### src/rtl/serial_add_pkg.sv
// Shared types and constants for the bit-serial adder controller.
// Optional signed-overflow output is enabled by defining SERIAL_ADD_OVERFLOW_EN.
package serial_add_pkg;

    typedef enum logic [1:0] {
        IDLE = 2'd0,
        ADD  = 2'd1,
        DONE = 2'd2
    } state_e;

    localparam int DEFAULT_WIDTH = 8;

    // Bit-counter width; a 1-bit operand still needs a 1-bit counter.
    function automatic int cnt_width(input int width);
        return (width > 1) ? $clog2(width) : 1;
    endfunction

endpackage

### src/rtl/serial_add_if.sv
// Operand/result handshake bundle for serial_add_ctrl.
// out_overflow exists only when SERIAL_ADD_OVERFLOW_EN is defined.
interface serial_add_if #(
    parameter int WIDTH = serial_add_pkg::DEFAULT_WIDTH
) ();
    import serial_add_pkg::*;

    logic             in_valid;
    logic             in_ready;
    logic [WIDTH-1:0] in_a;
    logic [WIDTH-1:0] in_b;
    logic             in_carry;
    logic             out_valid;
    logic             out_ready;
    logic [WIDTH-1:0] out_sum;
    logic             out_carry;
`ifdef SERIAL_ADD_OVERFLOW_EN
    logic             out_overflow;
`endif

    modport master (
`ifdef SERIAL_ADD_OVERFLOW_EN
        input  out_overflow,
`endif
        output in_valid, in_a, in_b, in_carry, out_ready,
        input  in_ready, out_valid, out_sum, out_carry
    );

    modport slave (
`ifdef SERIAL_ADD_OVERFLOW_EN
        output out_overflow,
`endif
        input  in_valid, in_a, in_b, in_carry, out_ready,
        output in_ready, out_valid, out_sum, out_carry
    );

endinterface

### src/rtl/serial_fa_cell.sv
// Combinational one-bit full adder used as the single serial datapath cell.
module serial_fa_cell (
    input  logic a,
    input  logic b,
    input  logic cin,
    output logic s,
    output logic cout
);

    assign s    = a ^ b ^ cin;
    assign cout = (a & b) | (a & cin) | (b & cin);

endmodule

### src/rtl/serial_add_ctrl.sv
// Bit-serial adder: operands enter over a handshake, are summed LSB-first one bit
// per clock, and the result leaves over a second handshake. SERIAL_ADD_OVERFLOW_EN adds out_overflow.
module serial_add_ctrl
    import serial_add_pkg::*;
#(
    parameter int WIDTH = DEFAULT_WIDTH
) (
    input logic        clk,
    input logic        rst,
    serial_add_if.slave bus
);

    localparam int CW = cnt_width(WIDTH);

    state_e           state_r;
    logic [WIDTH-1:0] a_r;
    logic [WIDTH-1:0] b_r;
    logic [WIDTH-1:0] sum_r;
    logic             carry_r;
    logic [CW-1:0]    cnt_r;
    logic             out_valid_r;
    logic [WIDTH-1:0] out_sum_r;
    logic             out_carry_r;
`ifdef SERIAL_ADD_OVERFLOW_EN
    logic             out_overflow_r;
`endif

    logic             s_s;
    logic             cout_s;
    logic             last_s;
    logic [WIDTH-1:0] sum_nxt_s;

    serial_fa_cell u_fa (
        .a    (a_r[0]),
        .b    (b_r[0]),
        .cin  (carry_r),
        .s    (s_s),
        .cout (cout_s)
    );

    // Next sum image: new bit enters at the MSB so the LSB lands at bit 0 after WIDTH shifts.
    always_comb begin
        last_s               = (cnt_r == CW'(WIDTH - 1));
        sum_nxt_s            = sum_r >> 1'b1;
        sum_nxt_s[WIDTH-1]   = s_s;
    end

    // Control FSM, serial datapath registers and registered result outputs.
    always_ff @(posedge clk or posedge rst) begin
        if (rst) begin
            state_r        <= IDLE;
            a_r            <= '0;
            b_r            <= '0;
            sum_r          <= '0;
            carry_r        <= 1'b0;
            cnt_r          <= '0;
            out_valid_r    <= 1'b0;
            out_sum_r      <= '0;
            out_carry_r    <= 1'b0;
`ifdef SERIAL_ADD_OVERFLOW_EN
            out_overflow_r <= 1'b0;
`endif
        end else begin
            case (state_r)
                IDLE: begin
                    if (bus.in_valid) begin
                        a_r     <= bus.in_a;
                        b_r     <= bus.in_b;
                        carry_r <= bus.in_carry;
                        cnt_r   <= '0;
                        sum_r   <= '0;
                        state_r <= ADD;
                    end
                end
                ADD: begin
                    a_r     <= a_r >> 1'b1;
                    b_r     <= b_r >> 1'b1;
                    sum_r   <= sum_nxt_s;
                    carry_r <= cout_s;
                    if (last_s) begin
                        // Counter is held here so it never wraps; the next load clears it.
                        state_r        <= DONE;
                        out_valid_r    <= 1'b1;
                        out_sum_r      <= sum_nxt_s;
                        out_carry_r    <= cout_s;
`ifdef SERIAL_ADD_OVERFLOW_EN
                        out_overflow_r <= carry_r ^ cout_s;
`endif
                    end else begin
                        cnt_r <= cnt_r + CW'(1);
                    end
                end
                DONE: begin
                    if (bus.out_ready) begin
                        out_valid_r <= 1'b0;
                        state_r     <= IDLE;
                    end
                end
                default: begin
                    out_valid_r <= 1'b0;
                    state_r     <= IDLE;
                end
            endcase
        end
    end

    assign bus.in_ready     = (state_r == IDLE);
    assign bus.out_valid    = out_valid_r;
    assign bus.out_sum      = out_sum_r;
    assign bus.out_carry    = out_carry_r;
`ifdef SERIAL_ADD_OVERFLOW_EN
    assign bus.out_overflow = out_overflow_r;
`endif

endmodule

### src/flat_wrapper.sv
// flat-port wrapper written by rule: the top's interface ports become plain ports
module serial_add_ctrl_flat import serial_add_pkg::*;
#(
    parameter int WIDTH = DEFAULT_WIDTH
)
  (clk, rst, bus_in_valid, bus_in_a, bus_in_b, bus_in_carry, bus_out_ready, bus_in_ready, bus_out_valid, bus_out_sum, bus_out_carry);
  serial_add_if #(.WIDTH(WIDTH)) bus_i ();
  input logic clk;
  input logic rst;
  input wire logic [$bits(bus_i.in_valid)-1:0] bus_in_valid;
  input wire logic [$bits(bus_i.in_a)-1:0] bus_in_a;
  input wire logic [$bits(bus_i.in_b)-1:0] bus_in_b;
  input wire logic [$bits(bus_i.in_carry)-1:0] bus_in_carry;
  input wire logic [$bits(bus_i.out_ready)-1:0] bus_out_ready;
  output wire logic [$bits(bus_i.in_ready)-1:0] bus_in_ready;
  output wire logic [$bits(bus_i.out_valid)-1:0] bus_out_valid;
  output wire logic [$bits(bus_i.out_sum)-1:0] bus_out_sum;
  output wire logic [$bits(bus_i.out_carry)-1:0] bus_out_carry;
  assign bus_i.in_valid = bus_in_valid;
  assign bus_i.in_a = bus_in_a;
  assign bus_i.in_b = bus_in_b;
  assign bus_i.in_carry = bus_in_carry;
  assign bus_i.out_ready = bus_out_ready;
  assign bus_in_ready = bus_i.in_ready;
  assign bus_out_valid = bus_i.out_valid;
  assign bus_out_sum = bus_i.out_sum;
  assign bus_out_carry = bus_i.out_carry;
  serial_add_ctrl #(.WIDTH(WIDTH)) u_core (.clk(clk), .rst(rst), .bus(bus_i));
endmodule
### config.mk
export PLATFORM = sky130hd
export DESIGN_NAME = serial_add_ctrl_flat
export DESIGN_NICKNAME = d
export VERILOG_FILES = /design/src/rtl/serial_add_pkg.sv /design/src/rtl/serial_add_if.sv /design/src/rtl/serial_fa_cell.sv /design/src/rtl/serial_add_ctrl.sv /design/src/flat_wrapper.sv
export SDC_FILE = /design/constraint.sdc
export NUM_CORES = 1
export LEC_CHECK = 0
export CAP_MARGIN = 30
export CELL_PAD_IN_SITES_DETAIL_PLACEMENT = 2
export CELL_PAD_IN_SITES_GLOBAL_PLACEMENT = 2
export CORE_MARGIN = 4
export CORE_UTILIZATION = 36
export CTS_CLUSTER_DIAMETER = 30
export CTS_CLUSTER_SIZE = 30
export DETAILED_ROUTE_END_ITERATION = 10
export PLACE_DENSITY_LB_ADDON = 0.1
export RECOVER_POWER = 50
export SLEW_MARGIN = 20
export SYNTH_ARGS = -nofsm -noshare
export SYNTH_HDL_FRONTEND = slang
export SYNTH_SLANG_ARGS = --single-unit
### constraint.sdc
create_clock -name clk -period 2.6 [get_ports clk]
set_input_delay 0.39 -clock clk [delete_from_list [all_inputs] [get_ports clk]]
set_output_delay 0.39 -clock clk [all_outputs]
set_load 0.05 [all_outputs]
-- Word-level counts from Yosys, hierarchy flattened
Cells that the tools add are included.
- reductions and logical operators: 7
- muxes and demuxes: 18
- bitwise gates (word level): 8
- equal/unequal tests: 7
- add/subtract/negate cells: 1
- operator list (cell ; count):
    8-bit one-hot mux with 2 select lines ; 3
    8-bit 2-to-1 mux ; 3
    3-bit AND reduction ; 3
    2-bit 2-to-1 mux ; 3
    3-bit 2-to-1 mux ; 2
    2-bit != test (second input constant) ; 3
    2-bit one-hot mux with 3 select lines ; 1
    3-bit one-hot mux with 2 select lines ; 1
    2-bit AND reduction ; 2
    3-bit by 1-bit adder with 3-bit output (second input constant) ; 1
    1-bit bitwise AND ; 3
    3-bit == test (second input constant) ; 1
    1-bit 2-to-1 mux ; 3
    1-bit one-hot mux with 3 select lines ; 1
    2-bit by 1-bit == test with 1-bit output (second input constant) ; 1
    2-bit == test (second input constant) ; 1
    2-bit zero test ; 1
    2-bit by 1-bit != test with 1-bit output (second input constant) ; 1
    1-bit bitwise OR ; 2
    1-bit one-hot mux with 2 select lines ; 1
    2-bit nonzero test ; 1
    1-bit XOR ; 2
    1-bit inverter ; 1
- input port bits: 21
- word-level logic and storage cells: 50
- bits in registers: 40

-- Logic depth before layout (Yosys ltp)
- word-level depth: 4
- mapped depth: 5
- mapped depth without buffers: 4

-- Modules after synthesis
Synthesis repeated with hierarchy kept, for this count alone.
- cells, all modules: 141
- area, all modules: 1798.0 um^2
- modules (own cells, without submodules) (module ; instances ; cells an instance ; seq. area each (um^2) ; area an instance (um^2)):
    serial_add_ctrl ; 1 ; 140 ; 975.9 ; 1778.0
    serial_fa_cell ; 1 ; 1 ; 0.0 ; 20.0

-- Least setup slack after synthesis
Ideal clock, no wire load.
- kind: register to register
- start point: register u_core.cnt_r[0]
- end point: register u_core.out_carry_r, in the netlist u_core.bus.out_carry
- slack: 1060 ps
- arrival: 1415 ps
- stages on the path, launching flop included: 6
- data required time: 2475 ps
- path through: dfrtp_1 > ha_1 > ha_1 > buf_2 > nand3b_2 > mux2_2
- word-level cells in the longest chain between the ends: 2
- RTL lines (what ; line ; text):
    from (decl) ; serial_add_ctrl.sv:20 ; logic [CW-1:0] cnt_r;
    from (signal assigned) ; serial_add_ctrl.sv:90 ; cnt_r <= cnt_r + CW'(1);
    3-bit == test ; serial_add_ctrl.sv:43 ; last_s = (cnt_r == CW'(WIDTH - 1));
    2-bit AND reduction (no line) ; -- ;
    to (signal assigned) ; serial_add_ctrl.sv:85 ; out_carry_r <= cout_s;
    to (decl) ; serial_add_ctrl.sv:23 ; logic out_carry_r;
No other way between the ends.
A chain may end at the register's enable or synchronous reset.

-- Final worst setup path
- start point: register u_core.state_r[0]
- end point: register u_core.a_r[2]
- word-level cells in the longest chain between the ends: 3
- elaborated cells between the ends (all ways): 6
- those cells by class: 2 x eq/ne; 1 x mux; 3 x reduce/logical
- RTL lines (what ; line ; text):
    from (decl) ; serial_add_ctrl.sv:15 ; state_e state_r;
    from (signal assigned) ; serial_add_ctrl.sv:51 ; state_r <= IDLE;
    from (signal assigned) ; serial_add_ctrl.sv:72 ; state_r <= ADD;
    from (signal assigned) ; serial_add_ctrl.sv:82 ; state_r <= DONE;
    2-bit by 1-bit == test with 1-bit output / 2-bit zero test (equally long branches) ; serial_add_ctrl.sv:64 ; case (state_r)
    2-bit nonzero test (no line) / 2-bit != test (equally long branches) ; -- ;
    2-bit AND reduction (no line) ; -- ;
    to (signal assigned) ; serial_add_ctrl.sv:67 ; a_r <= bus.in_a;
    to (signal assigned) ; serial_add_ctrl.sv:76 ; a_r <= a_r >> 1'b1;
    to (decl) ; serial_add_ctrl.sv:16 ; logic [WIDTH-1:0] a_r;
Several ways; a longest one is shown, not always the timed one.

==> run_results.csv <==
group,metric,value,unit
cts,cts_inserted_buffers,5,
global_routing,grt_pass1_vias,1458,
cts,h-tree-depth,2,
timing,slew_violations,0,
global_routing,grt_util_all_layers,0.1609,
pwr,max-vdd-ir-drop,519.8,uV
floorplanning,die_height,77.53,um
timing,fmax,478.0,MHz
synthesis,synth-xor-area-share,0,
timing,finalHoldViolations,0,
final_layout,layout.nets,202,
route,via_per_inst,5.536,
cts,cts_root_buf,"clkbuf_8",
route,wire_per_inst,19.10,um
cts,post_cts_resize_count,0,
place,dpl_cell_area,2117,um^2
floorplanning,start_util,0.3709,
cts,postCtsSetupBuffers,0,
global_routing,grt_max_degree,40,
critical_path,arrival,2200,ps
route,drt-initial-drc-count,90,
synthesis,synth-seq-cells,39,
final_layout,antenna_cells,0,
route,ant_nets,0,
timing,worst_clock_skew,4.714,ps
timing,fin_tns_setup,0,ps
cts,cts.path.max_buffers,2,
synthesis,synth_compound_area_frac,0.1740,
timing,slew_headroom,0.2423,
synthesis,synth-simple-area-share,0.09921,
final_layout,design_area,2247,um^2
final_layout,drive_gt1_frac,0.1620,
synthesis,synth_top_area_cell,"dfrtp_1",
synthesis,yosysUniqueCellTypes,26,
place,dp_hpwl,2971,um
synthesis,synth.area.top_cells,"dfrtp_1 56%, a222oi_1 6.9%, mux2_2 5.8%",
synthesis,synthCells,143,
pwr,p_leak,1.021,nW
critical_path,critPathMaxFanout,25,
timing,worst_slew_pin_slew,1137,ps
floorplanning,pin_count,32,
synthesis,yosysWarnings,0,
floorplanning,rows,25,
timing,min_period,2092,ps
timing,fin_crit_sh,0.8047,
timing,rsz0062_at_grt,"false",
global_routing,grt_overflow,0,
synthesis,synth.cell_area,1740,um^2
critical_path,crit_path_start_kind,"flop",
synthesis,syn_area_per_cell,12.17,um^2
route,vias,1290,
cts,clkLatencyLatePin,290,ps
hold_path,hold_path_class,"flop to flop",
final_layout,syn2layout_area_growth,29.12,%
critical_path,critPathCaptureType,"flop",
place,io_buffer_count,31,
final_layout,fin_util,0.4789,
critical_path,crit_type,"flop to flop",
synthesis,synth_top_area_share,0.5607,
route,drc,0,
cts,clkTransAtPathRegs,80,ps
cts,numClockSinks,39,
cts,ctsHoldBuffers,0,
status,status,"finished, final reports clean",
global_routing,grt_first_pass_wirelength,7548,um
synthesis,synth_mux_area_frac,0.05823,
route,dr.pass1.iters,4,
synthesis,synth_fa_ha_area_frac,0.02588,
timing,setup_violations,0,
floorplanning,coreArea,4692,um^2
pwr,power_density,1317,nW/um^2
floorplanning,die_x,77.53,um
run,drv_cap,0,
final_layout,fill_cells,485,
synthesis,synth_top_family_by_area,"compound AO/OA/AOI/OAI gates",
critical_path,crit_required,2710,ps
pwr,p_total,2.959,mW
global_routing,grt_antenna_before_repair,0,
route,routed_wl,4450,um
place,gp_congestion,0.7099,
cts,cts_tree,"done",
synthesis,synth_fp_nets,167,
floorplanning,dieArea,6011,um^2
synthesis,synth-seq-area-share,0.5607,
[flip-flops by register name (all words and copies together), names as in the netlist]
name and cells:
u_core.a_r 8, u_core.b_r 8, u_core.bus.out_sum 8, u_core.sum_r 7, u_core.cnt_r 3, u_core.state_r 2, u_core.bus.out_carry 1, u_core.bus.out_valid 1
u_core.carry_r 1
[critical path, cell delays in order, from the launching register on]
cell	delay, ps
dfrtp_1	380
buf_4	200
o21bai_2	160
clkbuf_1	850
a222oi_1	310
[path summary, 6_finish.rpt]
check / cells past startpoint / from / slack (ps) / endpoint
setup / recovery: 4 / u_core.state_r[0]$_DFFE_PP0P_ / 510 / u_core.a_r[2]$_DFFE_PP0P_
hold / removal: 1 / u_core.sum_r[1]$_DFFE_PP0P_ / 510 / u_core.sum_r[1]$_DFFE_PP0P_
setup reg to reg: 4 / u_core.state_r[0]$_DFFE_PP0P_ / 510 / u_core.a_r[2]$_DFFE_PP0P_
hold reg to reg: 1 / u_core.sum_r[1]$_DFFE_PP0P_ / 510 / u_core.sum_r[1]$_DFFE_PP0P_
max in group asynchronous: 3 / rst / 1130 / u_core.a_r[2]$_DFFE_PP0P_
min in group asynchronous: 3 / rst / 850 / u_core.cnt_r[0]$_DFFE_PP0P_
[final cells by class]
| class | instances | area, um^2 | share of cell area |
|---|---|---|---|
| sequential | 39 | 975.9 | 0.4343 |
| timing repair buffer | 39 | 374.1 | 0.1665 |
| inverter | 19 | 71.32 | 0.03174 |
| clock inverter | 3 | 67.56 | 0.03007 |
| tap | 54 | 67.56 | 0.03007 |
| clock buffer | 5 | 68.82 | 0.03062 |
| multi-input combinational | 74 | 621.8 | 0.2767 |
[power breakdown]
group          switching (mW)  internal, mW  total [mW]
logic                   0.763         0.552        1.32
clock network           0.223         0.383       0.606
registers               0.150         0.888        1.04
[synth_stat cells]
library cell / n
dfrtp_1: 39
inv_1: 19
nor2b_1: 13
a222oi_1: 12
mux2_2: 9
a22o_1: 8
buf_2: 6
nor2_1: 5
a221oi_1: 3
nand3_1: 3
nor4b_1: 3
o221ai_1: 3
a21oi_1: 2
a32o_1: 2
buf_4: 2
buf_6: 2
ha_1: 2
nand2_1: 2
clkbuf_1: 1
fa_1: 1
nand2b_1: 1
nand3b_2: 1
o21ba_2: 1
o21bai_2: 1
o2bb2ai_1: 1
or2_2: 1
[stage by stage]
step / worst slack, ps / cells / hold WS (ps)
after detailed placement: 893.3 / 225 / 491.8
after CTS: 551.5 / 233 / 511.4
after floorplan: 1060 / 143 / 466.5
final: 507.7 / 233 / 505.5
after global placement: 759.0 / 224 / 478.1
after global routing: 384.9 / 233 / 529.4
[layout by cell type, fill, tap and decap left out, drive strengths merged, types with 3 or more instances in the layout]
master,n
o221ai,3
inv,19
nor4b,3
a22o,8
nor2b,13
buf,7
dfrtp,39
nor2,5
clkdlybuf4s50,29
mux2,9
nand3,3
a222oi,12
clkbuf,7
a221oi,3
[kinds of logic after synthesis]
logic type | count (synthesis)
flip-flops | 39
AO/OA/AOI/OAI | 33
AND/OR/NAND/NOR | 29
buffers and inverters | 30
multiplexers | 9
adder cells (fa/ha/maj) | 3
[routing by layer]
metal | share of wire | track usage | wire length [um]
met1 | 0.45 | 0.2042 | 2003
met2 | 0.51 | 0.2660 | 2259
met3 | 0.032 | 0.04060 | 141
met4 | 0.010 | 0.05694 | 46
met5 | 0 | 0 | 0
Power figures use the tool's default switching activity.
